$ cat config.mk
export PLATFORM = sky130hd
export DESIGN_NAME = mux_rr_arbiter
export DESIGN_NICKNAME = d
export VERILOG_FILES = /design/src/rtl/mux_arb_pkg.sv /design/src/rtl/rr_priority_pick.sv /design/src/rtl/mux_rr_arbiter.sv
export SDC_FILE = /design/constraint.sdc
export NUM_CORES = 1
export LEC_CHECK = 0
export CAP_MARGIN = 40
export CORE_MARGIN = 8
export CORE_UTILIZATION = 25
export CTS_CLUSTER_DIAMETER = 120
export DETAILED_ROUTE_END_ITERATION = 8
export PLACE_DENSITY_LB_ADDON = 0.05
export SLEW_MARGIN = 20
export SYNTH_ARGS = -nofsm -noshare
export SYNTH_HDL_FRONTEND = slang
export SYNTH_SLANG_ARGS = --single-unit
$ cat constraint.sdc
create_clock -name clk -period 1.65 [get_ports clk]
set_input_delay 0.495 -clock clk [delete_from_list [all_inputs] [get_ports clk]]
set_output_delay 0.495 -clock clk [all_outputs]
set_load 0.005 [all_outputs]
$ cat src/rtl/mux_arb_pkg.sv
`default_nettype none
// ============================================================================
// Module   : mux_arb_pkg
// Purpose  : Shared types and constants for the 4-input mux round-robin arbiter
// Revision : 1.0 - initial release
// ============================================================================
package mux_arb_pkg;

    localparam int NUM_REQ = 4;
    localparam int SEL_W   = 2;

    typedef enum logic {IDLE, GRANT} arb_state_t;

    typedef logic [NUM_REQ-1:0] req_vec_t;

endpackage
`default_nettype wire

$ cat src/rtl/rr_priority_pick.sv
`default_nettype none
// ============================================================================
// Module   : rr_priority_pick
// Purpose  : Combinational rotating-priority pick: first set request at or after i_ptr
// Revision : 1.0 - initial release
// ============================================================================
module rr_priority_pick
    import mux_arb_pkg::*;
(
    input  logic [NUM_REQ-1:0] i_req,
    input  logic [SEL_W-1:0]   i_ptr,
    output logic               o_found,
    output logic [SEL_W-1:0]   o_idx
);

    logic [SEL_W-1:0] w_cand;

    // Walk offsets from farthest to nearest so the nearest set bit wins.
    always_comb begin
        o_found = 1'b0;
        o_idx   = i_ptr;
        w_cand  = '0;
        for (int k = NUM_REQ - 1; k >= 0; k--) begin
            w_cand = i_ptr + SEL_W'(k);
            if (i_req[w_cand]) begin
                o_found = 1'b1;
                o_idx   = w_cand;
            end
        end
    end

endmodule
`default_nettype wire

$ cat src/rtl/mux_rr_arbiter.sv
`default_nettype none
// ============================================================================
// Module   : mux_rr_arbiter
// Purpose  : Round-robin burst arbiter driving the select/enable of a 4:1 mux
// Revision : 1.0 - initial release
// ============================================================================
module mux_rr_arbiter
    import mux_arb_pkg::*;
#(
    parameter int MAX_BURST = 4
)
(
    input  logic               clk,
    input  logic               rst,
    input  logic [NUM_REQ-1:0] req_i,
    input  logic [NUM_REQ-1:0] last_i,
    input  logic               out_ready_i,
    output logic [NUM_REQ-1:0] gnt_o,
    output logic [SEL_W-1:0]   sel_o,
    output logic               enb_o,
    output logic               out_valid_o,
    output logic               busy_o
);

    localparam int CNT_W = (MAX_BURST > 1) ? $clog2(MAX_BURST) : 1;

    localparam logic [0:0]       c_ST_IDLE   = IDLE;
    localparam logic [0:0]       c_ST_GRANT  = GRANT;
    localparam logic [CNT_W-1:0] c_LAST_BEAT = CNT_W'(MAX_BURST - 1);

    logic [0:0]         r_state;
    logic [SEL_W-1:0]   r_ptr;
    logic [SEL_W-1:0]   r_sel;
    logic [NUM_REQ-1:0] r_gnt;
    logic [CNT_W-1:0]   r_cnt;

    logic               w_granted;
    logic               w_cur_req;
    logic               w_xfer;
    logic               w_release;
    logic [SEL_W-1:0]   w_pick_ptr;
    logic               w_found;
    logic [SEL_W-1:0]   w_idx;

    assign w_granted = (r_state == c_ST_GRANT);
    assign w_cur_req = req_i[r_sel];
    assign w_xfer    = w_granted & w_cur_req & out_ready_i;
    assign w_release = w_granted &
                       (~w_cur_req | (w_xfer & (last_i[r_sel] | (r_cnt == c_LAST_BEAT))));

    // While granted, search from the slot after the owner so it ends up lowest priority.
    assign w_pick_ptr = w_granted ? (r_sel + SEL_W'(1)) : r_ptr;

    rr_priority_pick u_pick (
        .i_req   (req_i),
        .i_ptr   (w_pick_ptr),
        .o_found (w_found),
        .o_idx   (w_idx)
    );

    always_ff @(posedge clk) begin
        if (rst) begin
            r_state <= c_ST_IDLE;
            r_ptr   <= '0;
            r_sel   <= '0;
            r_gnt   <= '0;
            r_cnt   <= '0;
        end else begin
            case (r_state)
                c_ST_IDLE: begin
                    if (w_found) begin
                        r_state <= c_ST_GRANT;
                        r_sel   <= w_idx;
                        r_gnt   <= req_vec_t'(1) << w_idx;
                        r_cnt   <= '0;
                    end
                end
                c_ST_GRANT: begin
                    if (w_release) begin
                        r_ptr <= w_pick_ptr;
                        r_cnt <= '0;
                        if (w_found) begin
                            r_sel <= w_idx;
                            r_gnt <= req_vec_t'(1) << w_idx;
                        end else begin
                            r_state <= c_ST_IDLE;
                            r_gnt   <= '0;
                        end
                    end else if (w_xfer) begin
                        r_cnt <= r_cnt + CNT_W'(1);
                    end
                end
                default: begin
                    r_state <= c_ST_IDLE;
                    r_gnt   <= '0;
                end
            endcase
        end
    end

    assign gnt_o       = r_gnt;
    assign sel_o       = r_sel;
    assign enb_o       = w_xfer;
    assign out_valid_o = w_granted & w_cur_req;
    assign busy_o      = w_granted;

endmodule
`default_nettype wire

==> results of run 1 <==
## area by class of cell
type | count | area (sq um) | share of cell area (%)
Tap cell | 30 | 37.5 | 3.22
Timing Repair Buffer | 45 | 397 | 34.0
Inverter | 4 | 15.0 | 1.29
Multi-Input combinational cell | 60 | 465 | 39.9
Sequential cell | 11 | 226 | 19.4
Clock buffer | 4 | 26.3 | 2.25
## state kept, by name (all words and copies together), names as in the netlist
register	count
r_cnt	2
sel_o	2
busy_o	1
gnt_o	4
r_ptr	2
## critical path, delay by kind of cell
kind          cells  cell delay, ns
mux               1            0.52
simple gates      1            0.13
buf+inv           3            0.42
## stage by stage
step	instances	utilization (%)	worst slack (ns)
floorplan	77	-	-0.0825
detailed placement	143	41.4	-0.927
CTS	152	44.8	-0.422
finish	154	46.7	-0.415
global route	154	46.7	-0.457
global placement	143	41.4	-0.915
## where the power goes
group	internal, mW	switching, mW	total [mW]
Clock	0.0938	0.0966	0.190
Sequential	0.296	0.0191	0.316
Combinational	0.234	0.173	0.407
## logic make-up (layout without fill, tap and decap cells)
logic type,count (synthesis),after routing,share of synthesized area (%)
simple gates,31,31,23.7
compound gates,23,23,26.7
flops,11,11,32.8
buf+inv,6,53,3.92
mux,4,4,9.70
fa+ha+maj,1,1,1.87
xor+xnor,1,1,1.31
## layer usage
| layer | vias to the layer above | wire length [microns] | global-route usage [%] |
|---|---|---|---|
| met5 | - | 0 | 0 |
| met4 | 0 | 27 | 3.84 |
| met3 | 4 | 124 | 3.48 |
| met2 | 19 | 1060 | 16.7 |
| met1 | 370 | 860 | 10.5 |
| li1 | 384 | - | - |
## worst paths after layout
| kind | slack, ns | endpoint | start |
|---|---|---|---|
| worst min register to register | 0.46 | gnt_o[2]$_SDFFE_PP0P_ | gnt_o[2]$_SDFFE_PP0P_ |
| worst min-delay path | 0.46 | gnt_o[2]$_SDFFE_PP0P_ | gnt_o[2]$_SDFFE_PP0P_ |
| worst max-delay path | -0.41 | enb_o | req_i[3] |
| worst max register to register | -0.28 | r_cnt[0]$_SDFFE_PP0P_ | sel_o[0]$_SDFFE_PP0P_ |
## cells in the final DEF (no fill, tap or decap), types with 2 or more instances in the layout
cell type        count
nand2_1              5
a21oi_2              3
buf_4               21
clkdlybuf4s50_1      5
dlygate4sd2_1        5
buf_6                6
nor2_1               6
mux4_2               2
dfxtp_1              8
a32o_1               4
nor2b_1              2
clkdlybuf4s15_1      3
nand2b_1             3
mux2i_1              2
clkbuf_4             3
a21o_1               2
dfxtp_2              2
a21oi_1              3
nand3_1              3
dlymetal6s2s_1       3
and3_1               2
inv_1                3
## repair_timing
item                       4_1_cts  5_1_grt
buffers inserted                 5        2
setup endpoints to repair       15       15
pin swaps                        5       10
gates resized for setup         32       13
==> metrics, run 1 <==
Final Hold Viols 0; Critical Path Fanout Max 2; Worst-Margin Slew 0.296 ns; Worst EP arrival 1.57 ns; routed len/inst 13.5 microns; vias in the first global route approximately 760; violated checks negative setup slack; Worst-Skew Late Latency 0.28 ns; initial antenna violation count 0; DIE HEIGHT 67.8 microns; Post-Route Setup TNS -3.13 ns; Vias 777; # nets final 137; critical path type in2out; reg2reg path depth 7; sequential area share after synthesis 32.8%; Final Cycle Share 125%; CTS buffer count 3; Leak 0.544 nW; post-route cell area between 0.001 and 0.0015 sq mm; area leader, netlist dfxtp_1; Clock Path Buffers 2; Core Footprint 0.00250 sq mm; layout filler cell count 236; total clock sinks 11; buffers added on ports 19; hold path depth 1; most common cell in the netlist dfxtp_1; syn_area_per_cell 8.71 sq um; CP Cell Sequence clkdlybuf4s15_1 -> mux4_2 -> buf_6 -> and3_4 -> buf_6; ant diodes 0; synth unique cells 34; Final HPWL DP 1.61 mm; top cell type's share of synthesized area between 30% and 40%; first-pass GRT wire length between 3 and 4 mm; Clock transition at path regs 0.07 ns; DP Area 0.00104 sq mm; synth top area cells dfxtp_1 33%, mux4_2 6.7%, a32o_1 6.0%; worst IR drop on VDD 0.451 mV; CP Launch Type primary input; gr ovfl total 0; ys flop type dfxtp_1; unrepaired setup endpoints after global routing yes; status finished with violations; CP peak stage delay 0.52 ns; hold crit path type reg2reg; TritonCTS clock tree done; DRT antenna net count 0; drt drc 0; Area growth, synth to finish 74.1%; top cells by count, synth 11 x dfxtp_1, 7 x nor2_1, 6 x a21oi_1, 6 x nand2_1; largest net degree at the start of global routing 10; WP data required 1.15 ns; minimum clock period around 2.1 ns; post-synthesis net count slightly below 90; Via density slightly above 5; GPL Wtd Cong 0.774; Die ar. 0.00460 sq mm; slowest CP cell mux4_2; final worst-path setup slack -0.415 ns; initial core utilization 26.8%; gr usage total 9.64%; Max Fclk 484 MHz; share of layout cells above drive strength 1 between 30% and 40%; initial DRC count 14; DIE WIDTH 67.8 microns; Min Hold Slack ~0.46 ns; Post-CTS Hold Fix Bufs 0; total wire length slightly above 2 mm; crit path capture type primary output; YS warnings 0; CTS Root Cell clkbuf_4; ys async rst share 0%; row cnt 18; IO Count 20; Post-synth EDFFs 0; Final Skew 0.00771 ns; cell area after synthesis between 600 and 700 sq um; Tot Pwr slightly above 900 uW; Pwr Density 782 mW/mm^2; H-Tree Depth 1; pins over their slew limit 0; max_cap viols 0; most used cell, CP buf_6; Slew HR 80.2%; TritonRoute pass-1 iters 4; cell count after synthesis 77; #FFs+latches synth 11; Final setup viols 12
Power figures use the tool's default switching activity.
==> run 2, diff against run 1 <==
Settings changed: CAP_MARGIN 40 to unset, CORE_UTILIZATION 25 to 40.
==> metrics, run 2 (same netlist as run 1, synthesis figures left out) <==
total clock sinks 11 (unchanged); minimum clock period 2.05 ns (-0.0152 ns); ant diodes 0 (unchanged); reg2reg path depth 7 (unchanged); critical path type in2out; CP peak stage delay 0.50 ns (-0.02 ns); Worst EP arrival 1.55 ns (-0.02 ns); violated checks negative setup slack; commonest non-fill, non-tap cells in the layout 17 x buf_4, 8 x dfxtp_1, 8 x buf_6; final worst-path setup slack -0.399 ns (+0.0152 ns); Final HPWL DP 1.55 mm (-3.5%); gr usage total 12.8% (+3.1 points); Area growth, synth to finish 67.9%; CTS Root Cell clkbuf_4; WP data required 1.15 ns (about the same); CTS buffer count 3 (unchanged); GPL Wtd Cong 0.857 (+11%); vias in the first global route 757 (unchanged); initial antenna violation count 0 (unchanged); pins over their slew limit 0 (unchanged); Final setup viols 12 (unchanged); Clock Path Buffers 2 (unchanged); Final Skew 0.00502 ns (-0.00269 ns); Leak 0.524 nW (-3.5%); DP Cell Count 128 (-10%); max_cap viols 0 (unchanged); DIE HEIGHT 56.9 microns (-16%); slowest CP cell mux4_2; hold crit path type reg2reg; commonest non-fill, non-tap cell in the layout buf_4; Slew HR 70.5% (-9.7 points); RR Endpoint r_cnt[0]$_SDFFE_PP0P_; routed len/inst 15.1 microns (+12%); Post-CTS Hold Fix Bufs 0 (unchanged); Via density 5.60 (+11%); slack of the worst reg-to-reg path -0.26 ns (+0.02 ns); Final Instance Count excl. Fillers 137 (-11%); Hold Path End r_cnt[1]$_SDFFE_PP0P_; Clock transition at path regs 0.07 ns (about the same); Vias 767 (-1.3%); Final Cycle Share 124% (-0.92 points); hold path depth 2 (+1); unrepaired setup endpoints after global routing yes; buffers added on ports 19 (unchanged); # nets final 134 (-2.2%); most used cell, CP buf_6; gr ovfl total 0 (unchanged); Max Fclk 488 MHz (+0.74%); first-pass GRT wire length 3.42 mm (+1.4%); DIE WIDTH 56.9 microns (-16%); share of layout cells above drive strength 1 39.7% (+0.15 points); CP Cell Sequence clkdlybuf4s15_1 -> mux4_2 -> buf_6 -> and3_4 -> buf_6; Min Hold Slack 0.465 ns (+0.000597 ns); initial DRC count 21 (+7); Core Footprint 0.00154 sq mm (-38%); DRT antenna net count 0 (unchanged); IO Count 20 (unchanged); worst IR drop on VDD 0.671 mV (+49%); Hold Startpoint r_cnt[1]$_SDFFE_PP0P_; status finished with violations; CP Launch Type primary input; Final Hold Viols 0 (unchanged); TritonCTS clock tree done; H-Tree Depth 1 (unchanged); drt drc 0 (unchanged); Worst-Skew Late Latency 0.27 ns (about the same); Tot Pwr 904 uW (-0.88%); TritonRoute pass-1 iters 4 (unchanged); max FFs per register 4 (unchanged); Pwr Density 803 mW/mm^2 (+2.8%); total wire length 2.07 mm (-0.48%); largest net degree at the start of global routing 10 (unchanged); Worst-Margin Slew 0.438 ns (+0.142 ns); row cnt 14 (-4); initial core utilization 43.5% (+17 points); Critical Path Fanout Max 2 (unchanged); crit path capture type primary output; reg2reg start sel_o[0]$_SDFFE_PP0P_; Die ar. 0.00324 sq mm (-29%)
run 2: cell count changes in the layout (fill, tap and decap cells not counted), sizes merged:
| cell | before | now |
|---|---|---|
| dlygate4sd2 | 5 | 6 |
| clkbuf | 5 | 3 |
| dlymetal6s2s | 3 | 2 |
| clkdlybuf4s15 | 3 | 1 |
| clkinv | 0 | 1 |
run 2: worst max path at each step:
| stage | cells after the start | from | to | slack [ns] |
|---|---|---|---|---|
| 2_1_floorplan | 5 | last_i[3] | gnt_o[0]$_SDFFE_PP0P_ | -0.08 |
| 3_3_place_gp | 4 | req_i[3] | enb_o | -0.91 |
| 3_5_place_dp | 4 | req_i[3] | enb_o | -0.91 |
| 4_1_cts | 4 | sel_o[0]$_SDFFE_PP0P_ | enb_o | -0.42 |
| 5_1_grt | 4 | sel_o[0]$_SDFFE_PP0P_ | enb_o | -0.44 |
| 6_report | 5 | req_i[2] | enb_o | -0.40 |
run 2: area by class of cell:
type | instances | area (sq um)
inverter | 4 | 17.5
tap | 16 | 20.0
sequential | 11 | 226
multi-input combinational | 60 | 464
fill | 117 | 415
clock buffer | 3 | 22.5
clock inverter | 1 | 5.00
timing repair buffer | 42 | 370
run 2: per-stage QoR:
| stage | cell area [sq um] | utilization (%) | setup TNS [ns] | setup WS (ns) |
|---|---|---|---|---|
| final | 1130 | 73.1 | -2.91 | -0.399 |
| after detailed placement | 1010 | 65.6 | -8.21 | -0.907 |
| after CTS | 1080 | 69.9 | -2.95 | -0.422 |
| after global routing | 1130 | 73.1 | -3.70 | -0.438 |
| after floorplan | 677 | - | -0.540 | -0.0825 |
| after global placement | 1010 | 65.6 | -8.19 | -0.912 |
run 2: routing by layer:
layer / vias up / track usage [%] / routed length [microns]
li1: 379 / - / -
met1: 368 / 15.3 / 876
met2: 18 / 21.1 / 1050
met3: 2 / 4.65 / 131
met4: 0 / 3.02 / 12
met5: - / 0 / 0
run 2: report_power, final:
part	leakage, nW	switching [mW]	internal, mW	total, mW
clock	0.0177	0.102	0.0898	0.191
combinational	0.415	0.172	0.226	0.398
sequential	0.0915	0.0197	0.295	0.315
total	0.524	0.293	0.612	0.904
run 2: what timing repair did:
action / CTS / global route
setup buffers: 3 / 2
setup endpoints to repair: 15 / 15
gates resized for setup: 42 / 10
pin swaps: 5 / 12
run 2: worst max-delay path, delay by kind of cell:
family,cells,cell delay [ns]
buf+inv,3,0.42
mux,1,0.50
simple gates,1,0.14
